### src/rtl/tiny_dnn_pkg.sv
// Shared widths and state encoding for the result-streaming blocks.
package tiny_dnn_pkg;
    localparam int DW = 32;
    localparam int AW = 12;

    typedef enum logic [1:0] {
        ST_IDLE   = 2'd0,
        ST_STREAM = 2'd1,
        ST_DRAIN  = 2'd2
    } osc_state_e;
endpackage

### src/rtl/out_stream_ctrl_if.sv
// Valid/ready output stream carrying result words with an end-of-burst marker.
interface out_stream_ctrl_if #(
    parameter int DW = tiny_dnn_pkg::DW
);
    logic          m_valid;
    logic          m_ready;
    logic [DW-1:0] m_data;
    logic          m_last;

    modport master (output m_valid, output m_data, output m_last, input m_ready);
    modport slave  (input m_valid, input m_data, input m_last, output m_ready);
endinterface

### src/rtl/out_fifo2.sv
// Two-entry FIFO of (data, last) pairs; the head entry feeds the stream directly from flops.
module out_fifo2 #(
    parameter int DW = tiny_dnn_pkg::DW
) (
    input  logic          clk,
    input  logic          srst,
    input  logic          push,
    input  logic [DW-1:0] push_data,
    input  logic          push_last,
    input  logic          pop,
    output logic          valid,
    output logic [DW-1:0] head_data,
    output logic          head_last,
    output logic [1:0]    count
);
    logic              wr_ptr_q, wr_ptr_d;
    logic              rd_ptr_q, rd_ptr_d;
    logic [1:0]        count_q, count_d;
    logic              pop_ok;
    logic [1:0][DW-1:0] ent_data;
    logic [1:0]        ent_last;

    genvar gi;
    generate
        for (gi = 0; gi < 2; gi++) begin : g_entry
            logic [DW-1:0] data_q, data_d;
            logic          last_q, last_d;

            always_comb begin
                data_d = data_q;
                last_d = last_q;
                if (push && (wr_ptr_q == 1'(gi))) begin
                    data_d = push_data;
                    last_d = push_last;
                end
            end

            always_ff @(posedge clk) begin
                if (srst) begin
                    data_q <= '0;
                    last_q <= 1'b0;
                end else begin
                    data_q <= data_d;
                    last_q <= last_d;
                end
            end

            assign ent_data[gi] = data_q;
            assign ent_last[gi] = last_q;
        end
    endgenerate

    assign valid  = (count_q != 2'd0);
    assign pop_ok = pop & valid;

    always_comb begin
        wr_ptr_d = wr_ptr_q ^ push;
        rd_ptr_d = rd_ptr_q ^ pop_ok;
        count_d  = count_q + {1'b0, push} - {1'b0, pop_ok};
    end

    always_ff @(posedge clk) begin
        if (srst) begin
            wr_ptr_q <= 1'b0;
            rd_ptr_q <= 1'b0;
            count_q  <= 2'd0;
        end else begin
            wr_ptr_q <= wr_ptr_d;
            rd_ptr_q <= rd_ptr_d;
            count_q  <= count_d;
        end
    end

    // last is qualified so it never shows a stale tag while the stream is idle
    assign head_data = ent_data[rd_ptr_q];
    assign head_last = valid & ent_last[rd_ptr_q];
    assign count     = count_q;
endmodule

### src/rtl/out_stream_ctrl.sv
// Reads ds+1 result words from memory after s_fin and streams them out with
// credit-based issue so the 2-entry FIFO can never overflow.
module out_stream_ctrl
    import tiny_dnn_pkg::*;
#(
    parameter int DW = tiny_dnn_pkg::DW,
    parameter int AW = tiny_dnn_pkg::AW
) (
    input  logic                clk,
    input  logic                reset,
    input  logic                run,
    input  logic                s_fin,
    input  logic [AW-1:0]       ds,
    output logic                mem_re,
    output logic [AW-1:0]       mem_a,
    input  logic [DW-1:0]       mem_d,
    output logic                busy,
    output logic                done,
    out_stream_ctrl_if.master   m
);
    osc_state_e    state_q, state_d;
    logic [AW-1:0] cnt_q, cnt_d;
    logic [AW-1:0] ds_q, ds_d;
    logic          inflight_q, inflight_d;
    logic          infl_last_q, infl_last_d;
    logic          done_q, done_d;

    logic          clr;
    logic          issue;
    logic          pop;
    logic [1:0]    load;
    logic          fifo_valid;
    logic          fifo_last;
    logic [1:0]    fifo_cnt;
    logic [DW-1:0] fifo_data;

    assign clr  = reset | ~run;
    assign pop  = fifo_valid & m.m_ready;
    // occupancy the FIFO will have once this cycle's return and pop settle
    assign load = fifo_cnt + {1'b0, inflight_q} - {1'b0, pop};

    always_comb begin
        state_d     = state_q;
        cnt_d       = cnt_q;
        ds_d        = ds_q;
        inflight_d  = 1'b0;
        infl_last_d = 1'b0;
        done_d      = 1'b0;
        issue       = 1'b0;
        case (state_q)
            ST_IDLE: begin
                if (s_fin) begin
                    ds_d    = ds;
                    cnt_d   = '0;
                    state_d = ST_STREAM;
                end
            end
            ST_STREAM: begin
                if (!clr && (load < 2'd2)) begin
                    issue       = 1'b1;
                    inflight_d  = 1'b1;
                    infl_last_d = (cnt_q == ds_q);
                    if (cnt_q == ds_q) begin
                        state_d = ST_DRAIN;
                    end else begin
                        cnt_d = cnt_q + 1'b1;
                    end
                end
            end
            ST_DRAIN: begin
                if (pop && fifo_last) begin
                    state_d = ST_IDLE;
                    done_d  = 1'b1;
                end
            end
            default: state_d = ST_IDLE;
        endcase
    end

    always_ff @(posedge clk) begin
        if (clr) begin
            state_q     <= ST_IDLE;
            cnt_q       <= '0;
            ds_q        <= '0;
            inflight_q  <= 1'b0;
            infl_last_q <= 1'b0;
            done_q      <= 1'b0;
        end else begin
            state_q     <= state_d;
            cnt_q       <= cnt_d;
            ds_q        <= ds_d;
            inflight_q  <= inflight_d;
            infl_last_q <= infl_last_d;
            done_q      <= done_d;
        end
    end

    out_fifo2 #(.DW(DW)) u_fifo (
        .clk       (clk),
        .srst      (clr),
        .push      (inflight_q),
        .push_data (mem_d),
        .push_last (infl_last_q),
        .pop       (pop),
        .valid     (fifo_valid),
        .head_data (fifo_data),
        .head_last (fifo_last),
        .count     (fifo_cnt)
    );

    assign mem_re    = issue;
    assign mem_a     = cnt_q;
    assign busy      = (state_q != ST_IDLE);
    assign done      = done_q;
    assign m.m_valid = fifo_valid;
    assign m.m_data  = fifo_data;
    assign m.m_last  = fifo_last;
endmodule
### src/flat_wrapper.sv
// flat-port wrapper written by rule: the top's interface ports become plain ports
module out_stream_ctrl_flat import tiny_dnn_pkg::*;
#(
    parameter int DW = tiny_dnn_pkg::DW,
    parameter int AW = tiny_dnn_pkg::AW
)
  (clk, reset, run, s_fin, ds, mem_re, mem_a, mem_d, busy, done, m_m_valid, m_m_data, m_m_last, m_m_ready);
  out_stream_ctrl_if #(.DW(DW)) m_i ();
  input  logic clk;
  input  logic reset;
  input  logic run;
  input  logic s_fin;
  input  logic [AW-1:0] ds;
  output logic mem_re;
  output logic [AW-1:0] mem_a;
  input  logic [DW-1:0] mem_d;
  output logic busy;
  output logic done;
  output wire logic [$bits(m_i.m_valid)-1:0] m_m_valid;
  output wire logic [$bits(m_i.m_data)-1:0] m_m_data;
  output wire logic [$bits(m_i.m_last)-1:0] m_m_last;
  input wire logic [$bits(m_i.m_ready)-1:0] m_m_ready;
  assign m_m_valid = m_i.m_valid;
  assign m_m_data = m_i.m_data;
  assign m_m_last = m_i.m_last;
  assign m_i.m_ready = m_m_ready;
  out_stream_ctrl #(.DW(DW), .AW(AW)) u_core (.clk(clk), .reset(reset), .run(run), .s_fin(s_fin), .ds(ds), .mem_re(mem_re), .mem_a(mem_a), .mem_d(mem_d), .busy(busy), .done(done), .m(m_i));
endmodule
### config.mk
export PLATFORM = sky130hd
export DESIGN_NAME = out_stream_ctrl_flat
export DESIGN_NICKNAME = d
export VERILOG_FILES = /design/src/rtl/tiny_dnn_pkg.sv /design/src/rtl/out_stream_ctrl_if.sv /design/src/rtl/out_fifo2.sv /design/src/rtl/out_stream_ctrl.sv /design/src/flat_wrapper.sv
export SDC_FILE = /design/constraint.sdc
export NUM_CORES = 1
export LEC_CHECK = 0
export CAP_MARGIN = 15
export CORE_UTILIZATION = 55
export DETAILED_ROUTE_END_ITERATION = 16
export DONT_BUFFER_PORTS = 1
export HOLD_SLACK_MARGIN = 0.12
export PLACE_DENSITY = 0.7
export SETUP_SLACK_MARGIN = 0.5
export SKIP_LAST_GASP = 1
export SLEW_MARGIN = 25
export SYNTH_ARGS = -nofsm -noshare
export SYNTH_HDL_FRONTEND = slang
export SYNTH_SLANG_ARGS = --single-unit
### constraint.sdc
create_clock -name clk -period 2.6 [get_ports clk]
set_input_delay 0.13 -clock clk [delete_from_list [all_inputs] [get_ports clk]]
set_output_delay 0.13 -clock clk [all_outputs]
set_load 0.02 [all_outputs]
==> results.toml <==
[cts]
clk_latency_ns = 0.36
cts_buffer_depth = 2
cts-htree-levels = 3
cts_inserted_buffers = 9
root_buffer = "clkbuf_8"
clkTransAtPathRegs_ns = 0.09
cts_sinks = 99
cts_tree = "done"

[synth]
netlist_area_sq_mm = 0.00432
yosys.area.top_type_share_pct = 45.9
avgSynthCellArea_sq_um = 9.61
yosys-top-cells-area = "dfxtp_1 46%, mux2i_1 16%, mux2_2 8.3%"
synth_top_family_by_area = "multiplexers"
yosysMostFrequentCell = "dfxtp_1"
synthAdderAreaFrac_pct = 1.45
postSynthCellCount = 449
muxShareOfSynthArea_pct = 23.9
synth_top_area_cell = "dfxtp_1"
synth_edf_count = 0
synth_commonest_cells = "99 x dfxtp_1, 75 x nor2_1, 67 x mux2i_1"
synthDistinctLibCells = 33
synthFlopType = "dfxtp_1"
synth_compound_area_share_pct = 6.06
synth-simple-area-share_pct = 15.7
seq_area_frac_synth_pct = 45.9
synthXorXnorAreaFrac_pct = 3.22
ys_seq_elements = 99
synth_warnings = 0
synth_nets = 503
ys_async_sr_fraction_pct = 0

[setup_path]
worst_ep_required_time_ns = 2.88
critPathKind = "flip-flop to flip-flop"
r2r_start = "u_core.u_fifo.count[0]"
cp_max_fo = 9
reg2reg_slack_ns = 0.51
r2r_end = "u_core.mem_a[7]"
end_kind = "flip-flop"
critPathLaunchType = "flip-flop"
arrival_ns = 2.37
reg2regPathDepth = 8

[job]
max_cap_violations = 0

[layout]
fill_cells = 569
finish.instance_area_sq_mm = 0.00514
fin_cells = 593
nets = 543
drive_above_1_share_pct = 17.4
n_antenna_cell = 0
fin_util_pct = 69.4
area_delta_synth_final_pct = 19.1

[place]
dp_slack_ns = 0.199
dpl.hpwl_microns = 5780
port_buffers = 0
dp.cells = 525
dpl_cell_area_sq_mm = 0.00442
gp_congestion = 0.771

[route]
first_pass_iters = 4
via_per_inst = 5.59
drc_errors = 0
top_layer_used = "met4"
drt-initial-drc-count = 96
met1_length_microns = 4240
wirelength_microns = 9300
met2WireLength_microns = 4490
final_antenna_net_count = 0
wl_per_cell_microns = 15.7
vias = 3313
wl_met3_microns = 466

[timing]
setup_viol = 0
maxSlewHeadroom_pct = 41.8
fin_crit_sh_pct = 80.4
fin_worst_skew_ns = 0.0114
final.min_clock_period_ns = 2.09
final.setup.tns_ns = 0
hold_viol_final = 0
worst_slack_ns = 0.510
worst_pin_slew_ns = 0.871
fmaxAchievable_mhz = 478
maxSlewViolCount = 0
rsz0062_at_grt = "yes"

[global_route]
grt_pass1_wl_microns = 15400
grt_pass1_vias = 3326
grt_max_degree = 98
grt.overflow.total = 0
grtUsageTotal_pct = 23.3
antenna_found_initial = 0

[floorplan]
start_util_pct = 58.3
num_rows = 31
die-area_sq_mm = 0.00821
die_h_microns = 90.6
core_sq_mm = 0.00741
die_w_microns = 90.6
ios = 98

[worst_hold_path]
min_path_cells = 3
hold_class = "input pin to flip-flop"
worstHoldStart = "reset"
worstHoldEndpoint = "u_core.infl_last_q"

[power]
p_leak_nw = 1.80
pwr_density_cell_mw_per_mm2 = 506
vdd_drop_max_v = 0.000342

[outcome]
status = "finished, final reports clean"
-- how the worst max path moves through the flow --
stage,from,end,slack (ns),cells past startpoint
2_1_floorplan,u_core.inflight_q,u_core.mem_a[11],0.50,9
3_3_place_gp,u_core.inflight_q,u_core.mem_a[5],0.31,8
3_5_place_dp,u_core.u_fifo.count[1],u_core.mem_a[7],0.20,8
4_1_cts,u_core.u_fifo.count[0],u_core.mem_a[3],0.47,10
5_1_grt,u_core.u_fifo.count[0],u_core.mem_a[11],0.41,8
6_report,u_core.u_fifo.count[0],u_core.mem_a[7],0.51,8
-- per-layer routing --
layer	vias up	GRT usage [%]
met5	-	0
met2	96	39.0
li1	1629	-
met3	8	5.72
met4	0	7.80
met1	1580	29.1
-- critical path: stages (launching register included) --
cell and delay [ns]:
dfxtp_2 0.36, ha_4 0.26, inv_2 0.04, ha_4 0.15
xor2_2 0.15, xnor2_2 0.20, nand3_4 0.16, or4_1 0.54
a31oi_1 0.17
-- flip-flops by register name, indices dropped and copies added (netlist names) --
signal and count:
u_core.u_fifo.g_entry.last_q 2, u_core.u_fifo.count 2, u_core.state_q 2, u_core.u_fifo.rd_ptr_q 1
u_core.inflight_q 1, u_core.done 1, u_core.u_fifo.g_entry.data_q 64, u_core.infl_last_q 1
u_core.u_fifo.wr_ptr_q 1, u_core.mem_a 12, u_core.ds_q 12
-- where the power goes --
group          internal [W]  total, W  switching [W]
Combinational     0.0000884  0.000203       0.000114
Clock              0.000348  0.000867       0.000519
Sequential          0.00153   0.00153     0.00000800
-- cells in the final DEF (no fill, tap or decap), types with 2 or more instances in the layout --
cell type,synthesis,layout
xor2_1,13,12
nor2_1,75,74
clkinv_2,0,2
buf_4,1,14
inv_2,2,3
dlygate4sd3_1,0,45
nand3_1,17,17
nand2_1,30,30
ha_4,0,2
inv_1,4,3
a21oi_1,17,17
nand2b_1,3,2
nor2b_1,3,2
clkinvlp_4,0,3
ha_2,0,2
or4_1,7,7
clkbuf_8,0,9
mux2_2,32,32
mux2i_1,67,67
a31oi_1,10,10
nor4_1,5,5
and3_1,4,4
o211ai_1,13,13
dfxtp_1,99,90
dfxtp_2,0,9
-- through the flow --
stage               hold WS, ns  total power (W)
floorplan                 0.266          0.00168
global placement          0.267          0.00169
detailed placement        0.273          0.00170
CTS                       0.134          0.00262
global route              0.158          0.00271
finish                    0.155          0.00260
-- area by class of cell --
type                            count  area, sq um  area share, %
Sequential cell                    99         1990           38.8
Inverter                            6         22.5          0.438
Multi-Input combinational cell    313         2250           43.8
Clock inverter                      6         41.3          0.803
Tap cell                           99          124           2.41
Clock buffer                       10          128           2.48
Timing Repair Buffer               60          583           11.3
-- repair_timing --
| item | CTS | global route |
|---|---|---|
| pin swaps | 2 | 0 |
| cloned | 1 | 0 |
| hold buffers | 45 | 0 |
| setup buffers | 5 | 0 |
| endpoints found under the hold margin | 78 | 0 |
| gates resized for setup | 3 | 5 |
| setup endpoints to repair | 13 | 13 |
-- cells by family (layout without fill, tap and decap cells) --
kind of cell,Yosys count,after routing
and+or+nand+nor,151,152
xor gates and xnor gates,15,15
adders and majority gates,5,5
DFF,99,99
AOI/OAI and AO/OA,42,42
buffers and inverters,38,82
muxes,99,99
Note: power is estimated with default switching activity, not from simulation.
